$ cat config.mk
export PLATFORM = sky130hd
export DESIGN_NAME = capture_ctrl
export DESIGN_NICKNAME = d
export VERILOG_FILES = /design/src/rtl/capture_ctrl.sv
export SDC_FILE = /design/constraint.sdc
export NUM_CORES = 1
export LEC_CHECK = 0
export CAP_MARGIN = 5
export CELL_PAD_IN_SITES_DETAIL_PLACEMENT = 0
export CELL_PAD_IN_SITES_GLOBAL_PLACEMENT = 2
export CORE_MARGIN = 4
export CORE_UTILIZATION = 32
export CTS_CLUSTER_SIZE = 28
export DETAILED_ROUTE_END_ITERATION = 8
export PLACE_DENSITY_LB_ADDON = 0.1
export SYNTH_ARGS = -nofsm -noshare
export SYNTH_HDL_FRONTEND = slang
export SYNTH_SLANG_ARGS = --single-unit
export TNS_END_PERCENT = 20
$ cat constraint.sdc
create_clock -name clk -period 3.02 [get_ports clk]
set_clock_uncertainty 0.1 [all_clocks]
set_input_delay 0.604 -clock clk [delete_from_list [all_inputs] [get_ports clk]]
set_output_delay 0.604 -clock clk [all_outputs]
set_load 0.1 [all_outputs]
$ cat src/rtl/capture_ctrl.sv
// capture_ctrl
//
// Sequences one circular sample capture for the logic-analyzer front end:
// pre-trigger fill, wait for a qualified trigger, count post-trigger samples,
// then hold the finished trace until it is acknowledged.
//
// Ports
//   clk           sole clock
//   rst           synchronous, active-high reset
//   start         one-cycle capture request (honoured only in IDLE)
//   clr_done      one-cycle acknowledge of a finished capture (DONE -> IDLE)
//   trig_sel      bit0 enables protTrig, bit1 enables chTrig
//   protTrig      protocol trigger level
//   chTrig        channel trigger level
//   smpl_en       sample strobe, one sample per high cycle
//   trig_pos      post-trigger sample count (trigger sample excluded)
//   we            sample RAM write enable (combinational from smpl_en)
//   waddr         sample RAM write address
//   armed         high while waiting for the trigger
//   triggered     high from the cycle after the trigger sample until IDLE
//   capture_done  high while a finished trace is held
//   trace_end     address of the last sample of the finished trace
module capture_ctrl #(
    parameter int ENTRIES = 384,
    parameter int ADDR_W  = 9
) (
    input  logic              clk,
    input  logic              rst,
    input  logic              start,
    input  logic              clr_done,
    input  logic [1:0]        trig_sel,
    input  logic              protTrig,
    input  logic              chTrig,
    input  logic              smpl_en,
    input  logic [ADDR_W-1:0] trig_pos,
    output logic              we,
    output logic [ADDR_W-1:0] waddr,
    output logic              armed,
    output logic              triggered,
    output logic              capture_done,
    output logic [ADDR_W-1:0] trace_end
);

    typedef enum logic [2:0] {
        IDLE  = 3'd0,
        PRE   = 3'd1,
        ARMED = 3'd2,
        POST  = 3'd3,
        DONE  = 3'd4
    } state_t;

    localparam logic [ADDR_W-1:0] LAST = ADDR_W'(ENTRIES - 1);
    localparam logic [ADDR_W-1:0] ONE  = ADDR_W'(1);

    state_t            state_reg;
    logic [ADDR_W-1:0] tp_reg;
    logic [ADDR_W-1:0] pre_cnt_reg;
    logic [ADDR_W-1:0] post_cnt_reg;
    logic [ADDR_W-1:0] waddr_reg;
    logic [ADDR_W-1:0] trace_end_reg;
    logic              triggered_reg;

    logic              trig_hit;
    logic [ADDR_W-1:0] tp_next;
    logic [ADDR_W-1:0] waddr_next;
    logic [ADDR_W-1:0] pre_cnt_next;
    logic [ADDR_W-1:0] post_cnt_next;
    logic [ADDR_W-1:0] pre_target;

    assign trig_hit      = (trig_sel[0] & protTrig) | (trig_sel[1] & chTrig);
    // Post-trigger length can never exceed the RAM: one slot is the trigger.
    assign tp_next       = (trig_pos > LAST) ? LAST : trig_pos;
    // Address wraps at ENTRIES, not at 2**ADDR_W, so unused slots are never hit.
    assign waddr_next    = (waddr_reg == LAST) ? '0 : waddr_reg + ONE;
    assign pre_cnt_next  = pre_cnt_reg + ONE;
    assign post_cnt_next = post_cnt_reg + ONE;
    // Pre-fill length so that pre + trigger + post fills the RAM exactly.
    assign pre_target    = LAST - tp_reg;

    always_ff @(posedge clk) begin
        if (rst) begin
            state_reg     <= IDLE;
            tp_reg        <= '0;
            pre_cnt_reg   <= '0;
            post_cnt_reg  <= '0;
            waddr_reg     <= '0;
            trace_end_reg <= '0;
            triggered_reg <= 1'b0;
        end else begin
            case (state_reg)
                IDLE: begin
                    if (start) begin
                        tp_reg       <= tp_next;
                        waddr_reg    <= '0;
                        pre_cnt_reg  <= '0;
                        post_cnt_reg <= '0;
                        // No pre-fill needed when the whole RAM is post-trigger.
                        state_reg    <= (tp_next == LAST) ? ARMED : PRE;
                    end
                end
                PRE: begin
                    if (smpl_en) begin
                        waddr_reg   <= waddr_next;
                        pre_cnt_reg <= pre_cnt_next;
                        if (pre_cnt_next == pre_target) begin
                            state_reg <= ARMED;
                        end
                    end
                end
                ARMED: begin
                    if (smpl_en) begin
                        waddr_reg <= waddr_next;
                        if (trig_hit) begin
                            triggered_reg <= 1'b1;
                            if (tp_reg == '0) begin
                                trace_end_reg <= waddr_reg;
                                state_reg     <= DONE;
                            end else begin
                                state_reg <= POST;
                            end
                        end
                    end
                end
                POST: begin
                    if (smpl_en) begin
                        waddr_reg    <= waddr_next;
                        post_cnt_reg <= post_cnt_next;
                        if (post_cnt_next == tp_reg) begin
                            trace_end_reg <= waddr_reg;
                            state_reg     <= DONE;
                        end
                    end
                end
                DONE: begin
                    // start is deliberately not looked at here, even with clr_done.
                    if (clr_done) begin
                        state_reg     <= IDLE;
                        triggered_reg <= 1'b0;
                    end
                end
                default: begin
                    state_reg <= IDLE;
                end
            endcase
        end
    end

    assign we           = smpl_en & ((state_reg == PRE) | (state_reg == ARMED) |
                                     (state_reg == POST));
    assign waddr        = waddr_reg;
    assign armed        = (state_reg == ARMED);
    assign triggered    = triggered_reg;
    assign capture_done = (state_reg == DONE);
    assign trace_end    = trace_end_reg;

endmodule
==> results.toml, run 1 <==
[synthesis]
yosysWarnings = 0
ys_types = 53
ys_ff_latch = 49
synth_top_cell_area_share = 0.3390
async_flop_share = 0
synth_common_cells = "nor2_1 (51), dfxtp_1 (49), nand2b_1 (24)"
ys_seq_area_frac = 0.3390
ys.flop_type = "dfxtp_1"
synth_edf_count = 0
synthTopCellsByArea = "dfxtp_1 (34%), xnor2_1 (7.0%), nor2_1 (6.6%)"
yosysMostFrequentCell = "nor2_1"
yosysTopAreaCell = "dfxtp_1"
synthCells = 359
avgSynthCellArea_um2 = 8.061
synth_nets = 380
synthesis.area_um2 = 2894

[cts]
tritoncts = "yes"
cts_buffers = 5
clkSlewWorstSetupHoldPaths_ps = 100
cts_resized = 0
postCtsHoldBufs = 0
clock_latency_ps = 310
cts.sinks = 49
cts.path.max_buffers = 2
root_buffer = "clkbuf_8"
post_cts.repair.setup_buffers = 0
htree_levels = 2

[route]
antenna_left = 0
dr.pass1.iters = 4
post_drt_via_cell_ratio = 5.194
routed_wl_um = 8106
vias = 2597
drt_iter0_drc = 94
wl_per_cell_um = 16.21
drc = 0

[global_route]
grt_pass1_vias = 2344
grt.total_usage = 0.1574
gr-total-overflow = 0
grt_max_degree = 23
antenna_found_initial = 0
grt_pass1_wl_um = 12950

[power_and_ir_drop]
max-vdd-ir-drop_mv = 0.1952
power_density_nw_per_um2 = 589.9
p_leak_uw = 0.001238

[critical_path]
reg2reg_setup_slack_ps = 280
r2r_cells = 7
worstPathArrival_ps = 2890
worstSetupPathType = "reg2reg"
slowest_stage = "or4_4"
cp_max_fo = 9
crit_chain = "ha_1 > nand3_1 > xnor2_1 > or4_4 > o41ai_4 > and3_4 > mux2i_1"
r2r-start = "post_cnt_reg[0]$_SDFFE_PP0P_"
worstPathRequired_ps = 3170
endpoint = "trace_end[3]$_SDFFE_PP0P_"
path_buf_inv = 0
max_stage_delay_ps = 490
startpoint = "post_cnt_reg[0]$_SDFFE_PP0P_"
crit_family = "simple AND/OR/NAND/NOR gates"
cp-end-kind = "flop"
cp.depth = 7
timing.rr.end = "trace_end[3]$_SDFFE_PP0P_"
critPathLaunchType = "flop"

[floorplan]
ioPinCount = 40
core-area_um2 = 8763
die_w_um = 103.1
rows = 34
initial_core_util = 0.3302
dieArea_um2 = 10630
dieHeight_um = 103.1

[placement]
gp_congestion = 0.8588
place.detailed.hpwl_um = 5888
io_buffers = 39

[min_path]
hold_path_class = "reg2reg"

[sta]
rsz0062_at_grt = "false"
period_share = 0.9079
maxSlewViolCount = 0
fmax_mhz = 364.7
period_minus_slack_ps = 2742
max_slew.worst_pin.slew_ps = 600.8
hold_viol_final = 0
finalSetupTns_ps = 0
finalSetupViolCount = 0
max-slew-margin-rel = 0.5989

[final_layout]
fin_nets = 412
fin_util = 0.3951
fill_cells = 929
antenna_cells = 0
area_growth_pct = 19.63
drive_above_1_share = 0.1276

[job]
drv_cap = 0

[status]
status = "complete, no violations"
[power by group]
group | leakage (uW) | switching (uW) | internal, uW
combinational | 0.000782 | 446 | 289
clock | 0.0000585 | 249 | 249
sequential | 0.000397 | 116 | 693
total | 0.00124 | 810 | 1230
[worst min-delay path: stages, from the launching register on]
cell and delay [ps]:
dfxtp_1 330, nand2b_1 60, mux2i_1 50
[metrics by stage]
step | cell area (um^2) | setup slack, ps | power (uW) | hold WS [ps] | cells
floorplan | 2899 | 178.0 | 1334 | 370.5 | 359
global placement | 3349 | 56.39 | 1559 | 354.6 | 492
detailed placement | 3349 | 83.73 | 1561 | 359.6 | 492
CTS | 3462 | 278.4 | 2069 | 380.2 | 500
global route | 3462 | 97.76 | 2177 | 388.6 | 500
finish | 3462 | 278.2 | 2042 | 374.5 | 500
[kinds of logic (layout without fill, tap and decap cells)]
kind of cell | Yosys count | count (layout) | share of synthesized area
AOI/OAI and AO/OA | 77 | 77 | 0.1712
muxes | 12 | 12 | 0.04323
and+or+nand+nor | 157 | 157 | 0.2914
adders and majority gates | 3 | 3 | 0.01297
xor gates and xnor gates | 31 | 31 | 0.09382
buffers and inverters | 30 | 63 | 0.04842
DFF | 49 | 49 | 0.3390
[worst min path at each step]
stage	startpoint	end	slack [ps]	depth (start not counted)
2_1_floorplan	pre_cnt_reg[8]$_SDFFE_PP0P_	pre_cnt_reg[8]$_SDFFE_PP0P_	370	2
3_3_place_gp	triggered$_SDFFE_PP0P_	triggered$_SDFFE_PP0P_	350	1
3_5_place_dp	triggered$_SDFFE_PP0P_	triggered$_SDFFE_PP0P_	360	1
4_1_cts	trace_end[5]$_SDFFE_PP0P_	trace_end[5]$_SDFFE_PP0P_	380	2
5_1_grt	trace_end[2]$_SDFFE_PP0P_	trace_end[2]$_SDFFE_PP0P_	390	2
6_report	trace_end[2]$_SDFFE_PP0P_	trace_end[2]$_SDFFE_PP0P_	370	2
[layer usage]
| metal | vias to the layer above | wire length, um | GRT usage |
|---|---|---|---|
| li1 | 1324 | - | - |
| met1 | 1217 | 4199 | 0.2363 |
| met2 | 48 | 3501 | 0.2264 |
| met3 | 8 | 298 | 0.03248 |
| met4 | 0 | 106 | 0.04283 |
| met5 | - | 0 | 0 |
[layout by cell type, fill, tap and decap left out, types with 5 or more instances in the layout]
master / synthesis / routed
and2_1: 5 / 5
a21oi_1: 20 / 20
nor2b_1: 6 / 6
a211oi_1: 7 / 7
o21ai_0: 22 / 22
dfxtp_1: 49 / 49
nand4_1: 5 / 5
and3_1: 7 / 7
nand3_1: 10 / 10
clkdlybuf4s50_1: 0 / 17
nand2b_1: 24 / 24
nand2_1: 15 / 15
or3_1: 6 / 6
nor2_1: 51 / 51
inv_1: 5 / 5
clkbuf_8: 0 / 5
mux2i_1: 11 / 11
xnor2_1: 23 / 23
buf_4: 0 / 32
xor2_1: 8 / 8
[cell type report]
type | count | area [um^2] | area share
Tap cell | 108 | 135.1 | 0.03903
Timing Repair Buffer | 50 | 430.4 | 0.1243
Sequential cell | 49 | 980.9 | 0.2833
Inverter | 5 | 18.77 | 0.005421
Clock inverter | 3 | 43.79 | 0.01265
Multi-Input combinational cell | 280 | 1784 | 0.5154
Clock buffer | 5 | 68.82 | 0.01988
No activity file was read; power rests on OpenSTA's default activity.
==> inputs of run 2 (changes only) <==
CORE_ASPECT_RATIO = 1.4   (was unset)
==> run 2 against run 1 <==
Total power is 9.1% higher. Flip-flop and latch count stayed put. Fmax is 0.80% higher. Sequential share of layout area is 0.66 points lower. Cell area is 2.4% higher. Largest power group unchanged.
==> results.toml, run 2 (synthesis results as in run 1) <==
[status]
status = "complete, no violations"

[final_layout]
area_growth_pct = 22.48
layout_common_cells = "nor2_1 (51), dfxtp_1 (49), buf_4 (35)"
fill_cells = 913
final_cells = 500
seq_area_um2 = 980.9
antenna_cells = 0
final_common_cell = "nor2_1"
multiInputGateArea_um2 = 1784
fin_nets = 415
drive_above_1_share = 0.1342

[floorplan]
dieHeight_um = 120.5
dieArea_um2 = 10650
initial_core_util = 0.3323
ioPinCount = 40
rows = 40
core-area_um2 = 8708
die_w_um = 88.38

[sta]
period_share = 0.9007
period_minus_slack_ps = 2720
max-slew-margin-rel = 0.6293
fmax_mhz = 367.6
rsz0062_at_grt = "false"
hold_viol_final = 0
finalSetupViolCount = 0
max_slew.worst_pin.slew_ps = 554.9
maxSlewViolCount = 0

[global_route]
grt.total_usage = 0.1678
antenna_found_initial = 0
grt_max_degree = 26
grt_pass1_vias = 2559
gr-total-overflow = 0
grt_pass1_wl_um = 13660

[cts]
htree_levels = 2
cts.sinks = 49
clkSlewWorstSetupHoldPaths_ps = 70
cts_resized = 0
postCtsHoldBufs = 0
post_cts.repair.setup_buffers = 0
cts_buffers = 5
root_buffer = "clkbuf_16"
tritoncts = "yes"
clock_latency_ps = 300
cts.path.max_buffers = 2

[placement]
place.detailed.hpwl_um = 6301
gp_congestion = 0.7674
dp.cells = 492
io_buffers = 39

[min_path]
min_from = "trace_end[1]$_SDFFE_PP0P_"
hold_path_class = "reg2reg"
whs_endpoint = "trace_end[1]$_SDFFE_PP0P_"
holdPathStages = 2

[route]
antenna_left = 0
dr.max_layer_used = "met4"
dr.pass1.iters = 4
vias = 2595
wl_per_cell_um = 16.82
met1_length_um = 3695
wl_met3_um = 175
drc = 0
routed_wl_um = 8412
wl_met2_um = 4413
drt_iter0_drc = 134
post_drt_via_cell_ratio = 5.190

[critical_path]
reg2reg_setup_slack_ps = 320
max_stage_delay_ps = 520
r2r_cells = 8
crit_chain = "clkdlybuf4s50_1 > or3b_1 > a31oi_1 > o221ai_1 > a2111oi_0 > buf_4 > o21ai_1 > mux2_4"
timing.rr.end = "state_reg[1]$_SDFFE_PP0P_"
r2r-start = "pre_cnt_reg[0]$_SDFFE_PP0P_"
worstPathArrival_ps = 2810
worstPathRequired_ps = 3110
cp-end-kind = "flop"
worstSetupPathType = "in2reg"
slowest_stage = "clkdlybuf4s50_1"
crit_family = "compound AO/OA/AOI/OAI gates"
path_buf_inv = 2
cp_max_fo = 3
critPathLaunchType = "primary input"

[job]
drv_cap = 0

[power_and_ir_drop]
swShare = 0.3689
p_int_uw = 1407
fin_total_pwr_uw = 2229
pwr-share-seq = 0.358
switchingPower_uw = 822.3
combPwrFrac = 0.337
p_clk_frac = 0.305
max-vdd-ir-drop_mv = 0.3481
power_density_nw_per_um2 = 628.8
p_leak_uw = 0.001279
[run 2: cell types whose count changed in the layout (fill, tap and decap cells not counted)]
cell / change
buf_4: +3
clkinv_2: -1
inv_6: -1
clkbuf_16: +5
clkbuf_8: -4
clkinvlp_4: +1
[run 2: worst max path at each step]
stage,endpoint,start,depth (start not counted)
after floorplan,armed,state_reg[1]$_SDFFE_PP0P_,4
after detailed placement,state_reg[1]$_SDFFE_PP0P_,start,8
after global routing,state_reg[1]$_SDFFE_PP0P_,pre_cnt_reg[0]$_SDFFE_PP0P_,8
after global placement,state_reg[1]$_SDFFE_PP0P_,start,8
final,state_reg[1]$_SDFFE_PP0P_,start,8
after CTS,state_reg[1]$_SDFFE_PP0P_,start,8
[run 2: layer usage]
layer,track usage,vias up
met5,0,-
met4,0.05104,0
met3,0.02727,9
met2,0.3006,30
li1,-,1330
met1,0.2005,1226
[run 2: cell type report]
type | instances | area share
Multi-Input combinational cell | 280 | 0.5034
Sequential cell | 49 | 0.2767
Timing Repair Buffer | 53 | 0.1278
Clock buffer | 6 | 0.03918
Tap cell | 105 | 0.03706
Clock inverter | 2 | 0.01059
Inverter | 5 | 0.005295
[run 2: worst min-delay path: stages (launching register included)]
cell	delay [ps]
dfxtp_1	320
nand2b_1	60
mux2i_1	50
[run 2: power groups by stage]
stage / clock [uW] / sequential (uW) / combinational [uW]
6_report: 680 / 797 / 752
5_1_grt: 722 / 806 / 831
4_1_cts: 699 / 799 / 761
3_5_place_dp: 0 / 814 / 757
3_3_place_gp: 0 / 815 / 760
2_1_floorplan: 0 / 808 / 527
[run 2: stage by stage]
step	setup WS [ps]	utilization	setup TNS, ps	instance area [um^2]	hold WS, ps
2_1_floorplan	178.0	-	0	2899	370.5
3_5_place_dp	-4.004	0.3868	-4.004	3368	361.4
5_1_grt	150.5	0.4070	0	3545	398.7
3_3_place_gp	47.58	0.3868	0	3368	360.9
4_1_cts	293.9	0.4070	0	3545	381.5
6_report	299.9	0.4070	0	3545	376.9
==> inputs of run 3 (changes only) <==
CTS_CLUSTER_SIZE = unset   (was 28)
MAX_ROUTING_LAYER = met4   (was unset)
==> run 3 against run 2 <==
Global-route usage up 0.43 points. Hold slack about the same. Critical endpoint unchanged. Sequential share of layout area unchanged. Cell area unchanged. Total power about the same. Die area unchanged. Fmax up 0.48%. Flip-flop and latch count unchanged. Register-to-register slack about the same. Routed wire length unchanged. Core utilization unchanged. Final cell count unchanged.
==> results.toml, run 3 (synthesis results as in run 1) <==
[route]
post_drt_via_cell_ratio = 5.220
antenna_left = 0
vias = 2610
routed_wl_um = 8412
drt_iter0_drc = 140
wl_per_cell_um = 16.82
drc = 0
dr.pass1.iters = 4

[cts]
cts_buffers = 5
root_buffer = "clkbuf_16"
clock_latency_ps = 300
htree_levels = 2
cts.sinks = 49
clkSlewWorstSetupHoldPaths_ps = 70
post_cts.repair.setup_buffers = 0
cts.path.max_buffers = 2
tritoncts = "yes"
cts_resized = 0
postCtsHoldBufs = 0

[critical_path]
worstPathArrival_ps = 2800
cp_max_fo = 3
r2r_cells = 8
startpoint = "start"
worstPathRequired_ps = 3110
worstSetupPathType = "in2reg"
critPathLaunchType = "primary input"
cp-end-kind = "flop"
timing.rr.end = "state_reg[1]$_SDFFE_PP0P_"
slowest_stage = "clkdlybuf4s50_1"
max_stage_delay_ps = 520
crit_chain = "clkdlybuf4s50_1 > or3b_1 > a31oi_1 > o221ai_1 > a2111oi_0 > buf_4 > o21ai_1 > mux2_4"
r2r-start = "pre_cnt_reg[0]$_SDFFE_PP0P_"
reg2reg_setup_slack_ps = 330

[floorplan]
die_w_um = 88.38
initial_core_util = 0.3323
rows = 40
ioPinCount = 40
dieHeight_um = 120.5
dieArea_um2 = 10650
core-area_um2 = 8708

[placement]
place.detailed.hpwl_um = 6301
gp_congestion = 0.7777
io_buffers = 39
dp_slack_ps = -4.004

[global_route]
grt.total_usage = 0.1722
grt_max_degree = 26
antenna_found_initial = 0
gr-total-overflow = 0
grt_pass1_vias = 2568
grt_pass1_wl_um = 13680

[sta]
fin_ws_ps = 313.0
fmax_mhz = 369.4
maxSlewViolCount = 0
max-slew-margin-rel = 0.6330
worst_hold_slack_ps = 376.9
hold_viol_final = 0
period_share = 0.8964
finalSetupViolCount = 0
period_minus_slack_ps = 2707
max_slew.worst_pin.slew_ps = 549.4
rsz0062_at_grt = "false"

[power_and_ir_drop]
pwr-share-seq = 0.358
p_int_uw = 1407
swShare = 0.3685
p_clk_frac = 0.304
max-vdd-ir-drop_mv = 0.3480
p_leak_uw = 0.001279
power_density_nw_per_um2 = 628.4
switchingPower_uw = 820.8
combPwrFrac = 0.338

[status]
status = "complete, no violations"

[min_path]
whs_endpoint = "trace_end[1]$_SDFFE_PP0P_"
holdPathStages = 2
min_from = "trace_end[1]$_SDFFE_PP0P_"
hold_path_class = "reg2reg"

[final_layout]
fin_nets = 415
drive_above_1_share = 0.1342
final_common_cell = "nor2_1"
fill_cells = 913
antenna_cells = 0
area_growth_pct = 22.48
layout_common_cells = "nor2_1 (51), dfxtp_1 (49), buf_4 (35)"

[job]
drv_cap = 0
## run 3: cell counts in the layout (fill, tap and decap cells not counted)
Identical to the previous run, type by type.
## run 3: final cells by class
| cell class | count | area [um^2] | share of cell area |
|---|---|---|---|
| clock buffer | 6 | 138.9 | 0.03918 |
| clock inverter | 2 | 37.54 | 0.01059 |
| inverter | 5 | 18.77 | 0.005295 |
| multi-input combinational | 280 | 1784 | 0.5034 |
| sequential | 49 | 980.9 | 0.2767 |
| tap | 105 | 131.4 | 0.03706 |
| timing repair buffer | 53 | 452.9 | 0.1278 |
## run 3: worst max-delay path, delay by kind of cell
family	cells	cell delay, ps
buffers and inverters	2	710
multiplexers	1	320
AO/OA/AOI/OAI	4	810
AND/OR/NAND/NOR	1	360
## run 3: worst max path at each step
stage / endpoint / slack, ps / depth (start not counted)
after floorplan: armed / 180 / 4
after global placement: state_reg[1]$_SDFFE_PP0P_ / 50 / 8
after detailed placement: state_reg[1]$_SDFFE_PP0P_ / -4 / 8
after CTS: state_reg[1]$_SDFFE_PP0P_ / 290 / 8
after global routing: state_reg[1]$_SDFFE_PP0P_ / 150 / 8
final: state_reg[1]$_SDFFE_PP0P_ / 310 / 8
## run 3: per-layer routing
metal  vias to the layer above  routed length [um]  global-route usage
met5                         -                   0                   -
met4                         0                 128             0.05104
met3                         9                 201             0.02727
met2                        37                4416              0.3015
met1                      1235                3665              0.1992
li1                       1329                   -                   -
## run 3: stage by stage
stage               cell area (um^2)  std cells  TNS, ps  power, uW  utilization
finish                          3545        500        0       2227       0.4070
CTS                             3545        500        0       2260       0.4070
floorplan                       2899        359        0       1334            -
detailed placement              3368        492   -4.004       1571       0.3868
global route                    3545        500        0       2360       0.4070
global placement                3368        492        0       1576       0.3868
## run 3: power by group through the flow
stage,logic [uW],registers (uW),clock network (uW)
6_report,752,797,678
3_5_place_dp,757,814,0
4_1_cts,761,799,699
3_3_place_gp,760,815,0
2_1_floorplan,527,808,0
5_1_grt,831,807,722
